===== src/rtl/mem_arbiter_if.sv =====
// Bus bundle between the two requesters, the arbiter and the shared memory.
// The arbiter uses the slave view; the requester/memory side uses the master view.
interface mem_arbiter_if #(
   parameter int ADDR_W = 8
);
   logic              i_req;
   logic [31:0]       i_addr;
   logic              i_gnt;
   logic              i_rvalid;
   logic [31:0]       i_rdata;
   logic              d_req;
   logic [31:0]       d_addr;
   logic [3:0]        d_wmask;
   logic [31:0]       d_wdata;
   logic              d_gnt;
   logic              d_rvalid;
   logic [31:0]       d_rdata;
   logic              mem_en;
   logic [ADDR_W-1:0] mem_addr;
   logic [3:0]        mem_wmask;
   logic [31:0]       mem_wdata;
   logic [31:0]       mem_rdata;

   modport slave (
      input  i_req, i_addr, d_req, d_addr, d_wmask, d_wdata, mem_rdata,
      output i_gnt, i_rvalid, i_rdata, d_gnt, d_rvalid, d_rdata,
             mem_en, mem_addr, mem_wmask, mem_wdata
   );

   modport master (
      output i_req, i_addr, d_req, d_addr, d_wmask, d_wdata, mem_rdata,
      input  i_gnt, i_rvalid, i_rdata, d_gnt, d_rvalid, d_rdata,
             mem_en, mem_addr, mem_wmask, mem_wdata
   );
endinterface


===== src/rtl/mem_arbiter.sv =====
// Round-robin arbiter sharing one single-port memory between a fetch port and a data port.
// Grants are combinational; responses return one cycle after the grant.
module mem_arbiter #(
   parameter int ADDR_W = 8
) (
   input  logic         CLK,
   input  logic         RESET,
   mem_arbiter_if.slave bus,
   output logic [15:0]  conflict_cnt
);

   typedef enum logic [1:0] {IDLE, RESP_I, RESP_D} state_t;

   state_t      state_q, state_d;
   logic        last_d_q, last_d_d;
   logic [15:0] cnt_q, cnt_d;
   logic        gnt_i, gnt_d, both_req;

   function automatic logic [15:0] sat_inc(input logic [15:0] v);
      return (v == 16'hFFFF) ? v : v + 16'd1;
   endfunction

   assign both_req = bus.i_req & bus.d_req;

   always_comb begin
      gnt_i    = 1'b0;
      gnt_d    = 1'b0;
      state_d  = IDLE;
      last_d_d = last_d_q;
      cnt_d    = cnt_q;
      // Grants are suppressed while reset is held; on conflict the port not served last wins.
      if (!RESET) begin
         if (both_req) begin
            gnt_i = last_d_q;
            gnt_d = ~last_d_q;
         end else begin
            gnt_i = bus.i_req;
            gnt_d = bus.d_req;
         end
      end
      if (gnt_i) begin
         state_d  = RESP_I;
         last_d_d = 1'b0;
      end else if (gnt_d) begin
         state_d  = RESP_D;
         last_d_d = 1'b1;
      end
      if (both_req) cnt_d = sat_inc(cnt_q);
   end

   always_comb begin
      bus.i_gnt     = gnt_i;
      bus.d_gnt     = gnt_d;
      bus.mem_en    = gnt_i | gnt_d;
      bus.mem_addr  = gnt_d ? bus.d_addr[ADDR_W+1:2] : bus.i_addr[ADDR_W+1:2];
      bus.mem_wmask = gnt_d ? bus.d_wmask : 4'b0000;
      bus.mem_wdata = bus.d_wdata;
      bus.i_rvalid  = (state_q == RESP_I);
      bus.d_rvalid  = (state_q == RESP_D);
      bus.i_rdata   = bus.mem_rdata;
      bus.d_rdata   = bus.mem_rdata;
      conflict_cnt  = cnt_q;
   end

   always_ff @(posedge CLK or posedge RESET) begin
      if (RESET) begin
         state_q  <= IDLE;
         last_d_q <= 1'b1;
         cnt_q    <= 16'd0;
      end else begin
         state_q  <= state_d;
         last_d_q <= last_d_d;
         cnt_q    <= cnt_d;
      end
   end

   // Byte-offset and high address bits are deliberately dropped (word addressing with wrap).
   logic unused_addr_bits;
   assign unused_addr_bits = ^{bus.i_addr[31:ADDR_W+2], bus.i_addr[1:0],
                               bus.d_addr[31:ADDR_W+2], bus.d_addr[1:0]};

endmodule


===== src/flat_wrapper.sv =====
// flat-port wrapper written by rule: the top's interface ports become plain ports
module mem_arbiter_flat 
#(
   parameter int ADDR_W = 8
)
  (CLK, RESET, conflict_cnt, bus_i_req, bus_i_addr, bus_d_req, bus_d_addr, bus_d_wmask, bus_d_wdata, bus_mem_rdata, bus_i_gnt, bus_i_rvalid, bus_i_rdata, bus_d_gnt, bus_d_rvalid, bus_d_rdata, bus_mem_en, bus_mem_addr, bus_mem_wmask, bus_mem_wdata);
  mem_arbiter_if #(.ADDR_W(ADDR_W)) bus_i ();
  input  logic CLK;
  input  logic RESET;
  output logic [15:0] conflict_cnt;
  input wire logic [$bits(bus_i.i_req)-1:0] bus_i_req;
  input wire logic [$bits(bus_i.i_addr)-1:0] bus_i_addr;
  input wire logic [$bits(bus_i.d_req)-1:0] bus_d_req;
  input wire logic [$bits(bus_i.d_addr)-1:0] bus_d_addr;
  input wire logic [$bits(bus_i.d_wmask)-1:0] bus_d_wmask;
  input wire logic [$bits(bus_i.d_wdata)-1:0] bus_d_wdata;
  input wire logic [$bits(bus_i.mem_rdata)-1:0] bus_mem_rdata;
  output wire logic [$bits(bus_i.i_gnt)-1:0] bus_i_gnt;
  output wire logic [$bits(bus_i.i_rvalid)-1:0] bus_i_rvalid;
  output wire logic [$bits(bus_i.i_rdata)-1:0] bus_i_rdata;
  output wire logic [$bits(bus_i.d_gnt)-1:0] bus_d_gnt;
  output wire logic [$bits(bus_i.d_rvalid)-1:0] bus_d_rvalid;
  output wire logic [$bits(bus_i.d_rdata)-1:0] bus_d_rdata;
  output wire logic [$bits(bus_i.mem_en)-1:0] bus_mem_en;
  output wire logic [$bits(bus_i.mem_addr)-1:0] bus_mem_addr;
  output wire logic [$bits(bus_i.mem_wmask)-1:0] bus_mem_wmask;
  output wire logic [$bits(bus_i.mem_wdata)-1:0] bus_mem_wdata;
  assign bus_i.i_req = bus_i_req;
  assign bus_i.i_addr = bus_i_addr;
  assign bus_i.d_req = bus_d_req;
  assign bus_i.d_addr = bus_d_addr;
  assign bus_i.d_wmask = bus_d_wmask;
  assign bus_i.d_wdata = bus_d_wdata;
  assign bus_i.mem_rdata = bus_mem_rdata;
  assign bus_i_gnt = bus_i.i_gnt;
  assign bus_i_rvalid = bus_i.i_rvalid;
  assign bus_i_rdata = bus_i.i_rdata;
  assign bus_d_gnt = bus_i.d_gnt;
  assign bus_d_rvalid = bus_i.d_rvalid;
  assign bus_d_rdata = bus_i.d_rdata;
  assign bus_mem_en = bus_i.mem_en;
  assign bus_mem_addr = bus_i.mem_addr;
  assign bus_mem_wmask = bus_i.mem_wmask;
  assign bus_mem_wdata = bus_i.mem_wdata;
  mem_arbiter #(.ADDR_W(ADDR_W)) u_core (.CLK(CLK), .RESET(RESET), .bus(bus_i), .conflict_cnt(conflict_cnt));
endmodule

===== config.mk =====
export PLATFORM = sky130hd
export DESIGN_NAME = mem_arbiter_flat
export DESIGN_NICKNAME = d
export VERILOG_FILES = /design/src/rtl/mem_arbiter_if.sv /design/src/rtl/mem_arbiter.sv /design/src/flat_wrapper.sv
export SDC_FILE = /design/constraint.sdc
export NUM_CORES = 1
export LEC_CHECK = 0
export ABC_AREA = 1
export BUFFER_PORTS_ARGS = -buffer_cell sky130_fd_sc_hd__buf_2
export CAP_MARGIN = 20
export CORE_AREA = 10 10 95 97
export DETAILED_ROUTE_END_ITERATION = 8
export DIE_AREA = 0 0 105 107
export PLACE_DENSITY = 0.74
export SETUP_SLACK_MARGIN = 0.3
export SYNTH_ARGS = -nofsm -noshare
export SYNTH_HDL_FRONTEND = slang
export SYNTH_SLANG_ARGS = --single-unit

===== constraint.sdc =====
create_clock -name CLK -period 2.7 [get_ports CLK]
set_input_delay 0.27 -clock CLK [delete_from_list [all_inputs] [get_ports CLK]]
set_output_delay 0.27 -clock CLK [all_outputs]
set_load 0.03 [all_outputs]

======== Word level (Yosys, flattened, before mapping) ========
Index checks and enable logic that the tools add are counted.
operators by class
  bitwise operators ....................... 4
  $add $sub $neg .......................... 1
  multiplexer cells ....................... 10
  equality and inequality tests ........... 3
  reduce and logical (&&, ||, !) cells .... 2
operators with widths
  cell                   number
  $add 16x1->16 const B  1
  $eq 16x16->1 const B   1
  $mux 8                 1
  $mux 1                 6
  $mux 2                 2
  $mux 4                 1
  $eq 2x1->1 const B     1
  $eq 2x2->1 const B     1
  $not 1->1              2
  $reduce_and 2->1       1
  $reduce_bool 2->1      1
  $and 1x1->1            1
  $or 1x1->1             1
word-level totals
  register bits after elaboration ......... 19

======== Depth between registers and ports, before layout ========
Gate-level depths: netlist (run 1).
  depth in word-level cells ............... 5
  depth in mapped cells ................... 9
  gate-level depth less buffers ........... 9

======== Worst setup path after synthesis (run 1) ========
Ideal clock, no wire load.
  path kind ............................... input to output
  start point ............................. in RESET
  end point ............................... out bus_mem_en
  slack ................................... 0.722 ns
  path buffers ............................ 0
  arrival ................................. 1.708 ns
  required time ........................... 2.430 ns
  cell stages on the path ................. 4
  cell sequence ........................... inv_1 > nand2_1 > a21oi_1 > or2_2
between the ends
  cells in the longest elaborated chain, start to end .. 2
ends and longest elaborated chain
  item                 RTL line            RTL
  start: declaration   flat_wrapper.sv:9   input logic RESET;
  $mux 1               mem_arbiter.sv:32   if (!RESET) begin
  named net bus_i_gnt  flat_wrapper.sv:18  output wire logic [$bits(bus_i.i_gnt)-1:0] bus_i_gnt;
  $or 1x1->1           mem_arbiter.sv:54   bus.mem_en = gnt_i | gnt_d;
  end: declaration     flat_wrapper.sv:24  output wire logic [$bits(bus_i.mem_en)-1:0] bus_mem_en;
The timed path passes the listed nets, and every way through them passes these cells.

======== Worst setup path after layout (run 1) ========
  start point ............................. in RESET
  end point ............................... out bus_mem_en
between the ends
  cells in the longest elaborated chain, start to end .. 2
ends and longest elaborated chain
  item          RTL line
  $mux 1        mem_arbiter.sv:32
  $or 1x1->1 *  mem_arbiter.sv:54
Every way passes the cells marked *; elsewhere a longest branch is shown, timed or not.

==> run metrics, run 1 <==
Leak 1.01 nW; initial antenna violation count 0; Remaining Overflow, GRT 0; required time of the critical path 2430 ps; Synth Cell Area 2050 µm²; clock root buffer clkbuf_8; synth-to-layout area growth -12.7%; Remaining DRCs 0; crit path time final 2170 ps; Chip Height 107 µm; Cells after Synth 304; number of global-route vias before repair 1635; Synth Area per Inst 6.75 µm²; Slew Viols, Final 0; Pwr Density 548 nW/µm²; CTS tree built; Max-slew headroom 72.0%; H-tree Lvls 1; global-route wire length before repair 7490 µm; Clock transition at path regs 70 ps; post-route ant nets 0; actual slew at the worst max-slew pin 419 ps; initial core utilization 28.8%; most frequent cells after synthesis buf_4, nand2_1, inv_1; DR pass1 iterations 4; Post-synth EDFFs 0; Clk pwr share 21.4%; peak supply drop 0.273 mV; die width 105 µm; outcome complete, no violations; # port buffers 56; DP Wirelength 3720 µm; Yosys top cell by area buf_4; CP endpoint kind primary output; post-cts sizing count 0; max-cap viol count 0; Comb power frac 38.4%; share of cells above drive strength 1 29.4%; Fmax 462 MHz; Mapped Nets 441; RSZ-0062 raised after global routing no; routed length per instance 12.5 µm; worst min path class in -> reg; clock buffer depth 2; Power Internal 551 µW; yosys synthesis warning count 0; Area contributors post-synth buf_4, dfrtp_1, nand2_1; Skew-Pair Late Insertion Delay 270 ps; via count 1524; die area 11200 µm²; placed inst area 1740 µm²; Main synth FF type dfrtp_1; sequential share of power 40.2%; Sink Count 19; CP Class in -> out; Core Area 7140 µm²; final setup TNS 0 ps; sw power 431 µW; switching part of the total 43.9%; Critical Path AT 1900 ps; # setup viols final 0; ys async rst share 100%; DRT iter0 DRCs 68; sequential-to-total area share from yosys stat 23.2%; top cell type's share of synthesized area 35.1%; Num CTS Buffers 3; Post-Route Skew 10.8 ps; crit-path max FO 10; Final Hold Fails 0; most common cell in the netlist buf_4; Netlist cell types 27; via/cell ratio 4.14; Rows 31; nets 407; final wirelength 4590 µm; n_diodes 0; placer congestion estimate 0.826; Tot GR Track Use 7.95%; crit path launch type primary input; Tcrit/Tclk final 80.2%; Finished Cell Area 1790 µm²; largest net degree at the start of global routing 17; number of synthesized register bits 19; Ports 265
## cell families after synthesis
group	after synthesis	share of synthesized area (%)
buffers and inverters	126	40.9
xor gates and xnor gates	4	1.71
DFF	19	23.2
and+or+nand+nor	145	30.6
adders and majority gates	1	0.609
AOI/OAI and AO/OA	9	2.92
## sequential cells by signal, indices dropped and copies added (netlist names)
name and count:
u_core.last_d_q 1, u_core.conflict_cnt 16, u_core.state_q 2
## metrics by stage
step           worst slack [ps]  cells  total power [mW]  hold slack (ps)  utilization (%)
4_1_cts                     501    368             0.999              292             25.1
3_3_place_gp               1030    363             0.771              190             24.3
6_report                    535    368             0.983              293             25.1
5_1_grt                     407    368              1.05              324             25.1
3_5_place_dp                993    363             0.782              195             24.3
2_1_floorplan               722    304             0.921              237                -
## power by group through the flow
stage | clock (mW) | sequential [mW] | combinational (mW)
detailed placement | 0 | 0.402 | 0.380
floorplan | 0 | 0.470 | 0.451
global placement | 0 | 0.396 | 0.375
global route | 0.229 | 0.405 | 0.415
CTS | 0.218 | 0.397 | 0.384
finish | 0.211 | 0.395 | 0.377
## metal layers
metal	track usage, %	vias to the layer above	part of all wire [%]
met2	12.4	55	44
li1	-	754	-
met1	8.44	681	42
met3	3.47	34	8.3
met4	5.78	0	5.3
met5	0	-	0
## area by class of cell
| cell class | count | area (µm²) |
|---|---|---|
| clock buffers | 3 | 41.3 |
| clock inverters | 1 | 5.00 |
| fillers | 824 | 5340 |
| inverters | 28 | 105 |
| multi-input cells | 159 | 736 |
| flip-flops and latches | 19 | 477 |
| well taps | 99 | 124 |
| repair buffers | 59 | 305 |
## cell usage in the layout, fill, tap and decap left out
cell / n
nand2_1: 94
buf_2: 56
inv_1: 26
nor2_1: 22
dfrtp_1: 18
nand3_1: 11
nor2_4: 4
nand4_1: 4
o21ai_2: 4
nand2_2: 3
clkbuf_8: 3
nor2_2: 2
xnor2_1: 2
o21ai_1: 2
xor2_1: 2
o21ai_0: 2
buf_4: 2
inv_2: 1
nand2_4: 1
clkinv_1: 1
a21oi_1: 1
or2_2: 1
nor3_1: 1
nand3b_1: 1
or2_0: 1
ha_1: 1
clkinv_2: 1
dlygate4sd3_1: 1
dfstp_2: 1
## path summary, 6_finish.rpt
check                                              startpoint                             endpoint  slack, ps  cells after the start
max                                                     RESET                           bus_mem_en        530                      7
min                                                 bus_d_req          u_core.state_q[0]$_DFF_PP0_        290                      2
max reg2reg                u_core.conflict_cnt[0]$_DFFE_PP0P_   u_core.conflict_cnt[2]$_DFFE_PP0P_       1010                      7
min reg2reg                       u_core.last_d_q$_DFFE_PP1P_          u_core.last_d_q$_DFFE_PP1P_        530                      2
max in group asynchronous                               RESET  u_core.conflict_cnt[14]$_DFFE_PP0P_       1760                      4
min in group asynchronous                               RESET          u_core.state_q[0]$_DFF_PP0_        460                      3
## critical path, stage by stage
cell	delay (ps)
dlygate4sd3_1	520
buf_2	90
inv_1	100
nand3_1	140
clkinv_1	230
or2_2	350
buf_2	180
## timing repair
action,4_1_cts,5_1_grt
endpoints found under the setup margin,0,0
hold buffers,1,0
endpoints found under the hold margin,2,0
setup buffers,0,0
Power figures use the tool's default switching activity.
==> inputs of run 2 (changes only) <==
--- a/config.mk
+++ b/config.mk
@@ -8,10 +8,10 @@
 export ABC_AREA = 1
 export BUFFER_PORTS_ARGS = -buffer_cell sky130_fd_sc_hd__buf_2
 export CAP_MARGIN = 20
-export CORE_AREA = 10 10 95 97
+export CORE_AREA = 10 10 94 96
 export DETAILED_ROUTE_END_ITERATION = 8
-export DIE_AREA = 0 0 105 107
-export PLACE_DENSITY = 0.74
+export DIE_AREA = 0 0 104 106
+export PLACE_DENSITY = 0.76
 export SETUP_SLACK_MARGIN = 0.3
 export SYNTH_ARGS = -nofsm -noshare
 export SYNTH_HDL_FRONTEND = slang
==> constraint.sdc (replaced) <==
create_clock -name CLK -period 2 [get_ports CLK]
set_input_delay 0.2 -clock CLK [delete_from_list [all_inputs] [get_ports CLK]]
set_output_delay 0.2 -clock CLK [all_outputs]
set_load 0.03 [all_outputs]
==> run 2 against run 1 <==
  * Sequential cell count unchanged
  * Die area down 1.9%
  * Total power up 37%
  * Via count down 0.59%
  * Register-to-register slack worse by 630 ps
  * Sequential share of layout area down 1.3 points
  * Sequential power up 36%
  * Clock power up 29%
  * Wire length down 2.7%
  * Critical path depth down 2
  * Largest cell class unchanged
  * Largest power group is now combinational logic
==> run metrics, run 2 (same netlist as run 1, synthesis figures left out) <==
R2R Setup Slk 380 ps (was 1010 ps); die width 104 µm (was 105 µm); # setup viols final 0 (unchanged); Sink Count 19 (unchanged); Final Hold Fails 0 (unchanged); final wirelength 4470 µm (was 4590 µm); Post-Route Skew 3.38 ps (was 10.8 ps); CP Buf/Inv Count 2 (was 5); peak supply drop 0.410 mV (was 0.273 mV); most frequent cells in the layout nand2_1, buf_2, inv_1 (unchanged); via count 1515 (was 1524); Chip Height 106 µm (was 107 µm); Final Core Density 26.8% (was 25.1%); initial core utilization 29.1% (was 28.8%); crit path launch type flip-flop (was primary input); actual slew at the worst max-slew pin 392 ps (was 419 ps); delay-heaviest family, CP flip-flops (was buffers and inverters); Slew Viols, Final 0 (unchanged); Tot GR Track Use 7.88% (was 7.95%); Core Area 7060 µm² (was 7140 µm²); nets 411 (was 407); Max stage delay on crit path 540 ps (was 520 ps); DP Wirelength 3640 µm (was 3720 µm); most common cell after layout, fill and taps aside nand2_1 (unchanged); Pwr Density 713 nW/µm² (was 548 nW/µm²); reg2reg path depth 7 (unchanged); Critical Path AT 1450 ps (was 1900 ps); DR pass1 iterations 4 (unchanged); routed length per instance 12.0 µm (was 12.5 µm); hold slack 79.7 ps (was 293 ps); final setup TNS 0 ps (unchanged); RR Startpoint u_core.conflict_cnt[0]$_DFFE_PP0P_ (unchanged); critical-path cell list nand2_1 -> nand3_2 -> clkinv_2 -> or2_2 -> buf_6 (was dlygate4sd3_1 -> buf_2 -> inv_1 -> nand3_1 -> clkinv_1 -> or2_2 -> buf_2); DRT iter0 DRCs 113 (was 68); Fmax 605 MHz; CP endpoint kind primary output (unchanged); reg2reg end u_core.conflict_cnt[2]$_DFFE_PP0P_ (unchanged); Num CTS Buffers 3 (unchanged); CP max-delay cell dfstp_2 (was dlygate4sd3_1); Remaining Overflow, GRT 0 (unchanged); CP Depth 5 (was 7); Max-slew headroom 73.8% (was 72.0%); post-route ant nets 0 (unchanged); share of cells above drive strength 1 31.9% (was 29.4%); Fillers 787 (was 824); Rows 31 (unchanged); clock buffer depth 2 (unchanged); H-tree Lvls 1 (unchanged); Tcrit/Tclk final 82.7%; required time of the critical path 1800 ps (was 2430 ps); RSZ-0062 raised after global routing yes (was no); # port buffers 56 (unchanged); placer congestion estimate 0.881 (was 0.826); n_diodes 0 (unchanged); Leak 1.03 nW (was 1.01 nW); CP Class reg -> out (was in -> out); number of global-route vias before repair 1611 (was 1635); via/cell ratio 4.07 (was 4.14); crit-path max FO 3 (was 10); crit path time final 1650 ps; die area 11000 µm² (was 11200 µm²); Remaining DRCs 0 (unchanged); initial antenna violation count 0 (unchanged); largest net degree at the start of global routing 17 (unchanged); total power 1.35 mW (was 983 µW); synth-to-layout area growth -7.98% (was -12.7%); clock root buffer clkbuf_8 (unchanged); max FFs per register 16 (unchanged); max-cap viol count 0 (unchanged); Clock transition at path regs 70 ps (about the same); CTS tree built (unchanged); Skew-Pair Late Insertion Delay 260 ps (was 270 ps); worst min path class in -> async (was in -> reg); outcome complete, no violations (unchanged); global-route wire length before repair 7370 µm (was 7490 µm); Ports 265 (unchanged)
## run 2: report_power, final
group	internal, mW	switching [mW]	total (mW)	leakage, nW
Clock	0.142	0.131	0.273	0.0228
Combinational	0.182	0.356	0.538	0.773
Sequential	0.449	0.0869	0.536	0.237
## run 2: per-layer routing
| metal | share of wire (%) | global-route usage, % | routed length, µm | vias up |
|---|---|---|---|---|
| met3 | 9.8 | 3.02 | 439 | 34 |
| met1 | 36 | 7.20 | 1620 | 676 |
| met4 | 5.7 | 5.96 | 253 | 0 |
| met2 | 48 | 14.1 | 2160 | 47 |
| met5 | 0 | 0 | 0 | - |
| li1 | - | - | - | 758 |
## run 2: worst max-delay path by stage
stage,start,to,slack (ps)
after floorplan,u_core.conflict_cnt[0]$_DFFE_PP0P_,u_core.conflict_cnt[5]$_DFFE_PP0P_,310
after global placement,u_core.conflict_cnt[0]$_DFFE_PP0P_,u_core.conflict_cnt[2]$_DFFE_PP0P_,370
after detailed placement,u_core.conflict_cnt[0]$_DFFE_PP0P_,u_core.conflict_cnt[2]$_DFFE_PP0P_,280
after CTS,u_core.last_d_q$_DFFE_PP1P_,bus_mem_addr[2],290
after global routing,u_core.last_d_q$_DFFE_PP1P_,bus_mem_addr[6],270
final,u_core.last_d_q$_DFFE_PP1P_,bus_mem_en,350
## run 2: repair_timing
item | CTS | global route
buffers inserted | 2 | 0
hold endpoints to repair | 18 | 0
pin swaps | 1 | 2
hold buffers | 2 | 0
setup endpoints to repair | 6 | 17
resized for setup | 2 | 21
## run 2: layout make-up
class	instances	area [µm²]	share of cell area [%]
tap	99	124	6.56
timing repair buffer	63	380	20.1
sequential	19	478	25.3
clock buffer	4	45.0	2.38
multi-input combinational	159	752	39.8
inverter	28	110	5.83
## run 2: per-stage QoR
stage | cell area, µm² | setup WS [ps] | cells
after floorplan | 2060 | 308 | 304
after global placement | 1750 | 367 | 364
after detailed placement | 1750 | 275 | 364
after CTS | 1840 | 289 | 372
after global routing | 1890 | 271 | 372
final | 1890 | 347 | 372
## run 2: tightest hold or removal path: stages
cell and delay (ps):
buf_2 110, clkinvlp_4 80, buf_4 110
==> inputs of run 3 (changes only) <==
==> constraint.sdc (replaced) <==
create_clock -name CLK -period 1.7 [get_ports CLK]
set_input_delay 0.17 -clock CLK [delete_from_list [all_inputs] [get_ports CLK]]
set_output_delay 0.17 -clock CLK [all_outputs]
set_load 0.03 [all_outputs]
==> run 3 against run 2 <==
  * Via count increased by 15%
  * Largest power group unchanged
  * First-iteration DRC count increased by 19%
  * Critical path depth unchanged
  * Sequential cell count did not move
  * Global-route usage rose by 0.76 points
  * Worst setup slack got worse by 210 ps
  * Critical path type unchanged
  * Wire length grew 22%
  * Non-clock buffer count is 24 higher
  * Clock skew is 0.57 ps lower
  * Sequential power rose by 18%
==> run metrics, run 3 (same netlist as run 1, synthesis figures left out) <==
Clock transition at path regs 70 ps (about the same); placer congestion estimate 0.861 (was 0.881); final setup TNS 0 ps (unchanged); die area 11000 µm² (unchanged); initial antenna violation count 0 (unchanged); final worst slack 137 ps (was 347 ps); Num CTS Buffers 3 (unchanged); crit path launch type flip-flop (unchanged); Skew-Pair Late Insertion Delay 260 ps (about the same); largest net degree at the start of global routing 17 (unchanged); number of global-route vias before repair 1699 (was 1611); Leak 1.28 nW (was 1.03 nW); routed length per instance 13.7 µm (was 12.0 µm); CP Class reg -> out (unchanged); Tot GR Track Use 8.64% (was 7.88%); actual slew at the worst max-slew pin 270 ps (was 392 ps); via/cell ratio 4.41 (was 4.07); most frequent cells in the layout nand2_1, buf_2, nand2_2 (was nand2_1, buf_2, inv_1); Sink Count 19 (unchanged); Core Area 7060 µm² (unchanged); Fmax 640 MHz; peak supply drop 0.386 mV (was 0.410 mV); required time of the critical path 1530 ps (was 1800 ps); max-cap viol count 0 (unchanged); DP Wirelength 3680 µm (was 3640 µm); total power 1.91 mW (was 1.35 mW); Final Hold Fails 0 (unchanged); die width 104 µm (unchanged); n_diodes 0 (unchanged); Post-Route Skew 2.80 ps (was 3.38 ps); Critical Path AT 1390 ps (was 1450 ps); global-route wire length before repair 8130 µm (was 7370 µm); DR pass1 iterations 4 (unchanged); Ports 265 (unchanged); Max stage delay on crit path 540 ps (about the same); Slew Viols, Final 0 (unchanged); # setup viols final 0 (unchanged); clock buffer depth 2 (unchanged); share of cells above drive strength 1 55.6% (was 31.9%); critical-path cell list nand2_2 -> nand3_4 -> clkinv_4 -> or2_4 -> buf_6 (was nand2_1 -> nand3_2 -> clkinv_2 -> or2_2 -> buf_6); # port buffers 56 (unchanged); RSZ-0062 raised after global routing yes (unchanged); crit-path max FO 3 (unchanged); Chip Height 106 µm (unchanged); initial core utilization 29.1% (unchanged); delay-heaviest family, CP flip-flops (unchanged); max FFs per register 16 (unchanged); Pwr Density 804 nW/µm² (was 713 nW/µm²); crit path time final 1560 ps; via count 1747 (was 1515); worst min path class in -> async (unchanged); synth-to-layout area growth 16.0% (was -7.98%); final wirelength 5440 µm (was 4470 µm); Tcrit/Tclk final 91.9%; Remaining Overflow, GRT 0 (unchanged); most common cell after layout, fill and taps aside nand2_1 (unchanged); DRT iter0 DRCs 135 (was 113); H-tree Lvls 1 (unchanged); CP max-delay cell dfstp_2 (unchanged); nets 435 (was 411); post-route ant nets 0 (unchanged); CP endpoint kind primary output (unchanged); CTS tree built (unchanged); Rows 31 (unchanged); outcome complete, no violations (unchanged); clock root buffer clkbuf_8 (unchanged); CP Buf/Inv Count 2 (unchanged); Remaining DRCs 0 (unchanged); pre-CTS WS 207 ps (was 275 ps); Max-slew headroom 81.9% (was 73.8%)
-- run 3: worst paths after layout --
path	start	end	slack (ps)	cells past startpoint
worst min-delay path	RESET	u_core.conflict_cnt[8]$_DFFE_PP0P_	2	3
max in group asynchronous	RESET	u_core.last_d_q$_DFFE_PP1P_	1080	3
min in group CLK	bus_d_req	u_core.state_q[0]$_DFF_PP0_	180	2
worst max register to register	u_core.conflict_cnt[0]$_DFFE_PP0P_	u_core.conflict_cnt[5]$_DFFE_PP0P_	280	9
worst min register to register	u_core.conflict_cnt[12]$_DFFE_PP0P_	u_core.conflict_cnt[12]$_DFFE_PP0P_	560	2
worst max-delay path	u_core.last_d_q$_DFFE_PP1P_	bus_mem_en	140	5
-- run 3: worst reg2reg max path: cells and delay by family (launching register included) --
kind / cells / cell delay (ps)
fa+ha+maj: 1 / 170
buf+inv: 2 / 220
flops: 1 / 410
simple gates: 6 / 510
-- run 3: layer usage --
layer	GRT usage, %	vias to the layer above	share of wire, %
met2	14.8	96	51
met3	3.20	47	9.1
li1	-	811	-
met5	0	-	0
met1	8.93	793	34
met4	5.27	0	5.5
-- run 3: what timing repair did --
action                                 4_1_cts  5_1_grt
buffers inserted                            10       16
endpoints found under the hold margin        3        0
gates resized for setup                     38       55
gates cloned                                 1        1
hold buffers                                 1        0
pin swaps                                   11       18
setup endpoints to repair                   29       30
-- run 3: layout make-up --
type	instances	area, µm²
tap	99	124
sequential	19	489
timing repair buffer	87	633
clock buffer	4	45.0
fill	733	4680
inverter	28	116
multi-input combinational	159	973
-- run 3: power breakdown --
| part | switching [mW] | total [mW] | internal (mW) |
|---|---|---|---|
| Clock | 0.160 | 0.327 | 0.167 |
| Sequential | 0.0971 | 0.635 | 0.538 |
| Combinational | 0.568 | 0.952 | 0.384 |
-- run 3: per-stage QoR --
| step | std cells | utilization, % | area, µm² | hold slack, ps |
|---|---|---|---|---|
| 3_3_place_gp | 363 | 25.3 | 1790 | 80.4 |
| 2_1_floorplan | 304 | - | 2100 | 35.2 |
| 5_1_grt | 396 | 33.7 | 2380 | 29.9 |
| 4_1_cts | 379 | 29.0 | 2050 | 12.2 |
| 6_report | 396 | 33.7 | 2380 | 2.41 |
| 3_5_place_dp | 363 | 25.3 | 1790 | 87.0 |
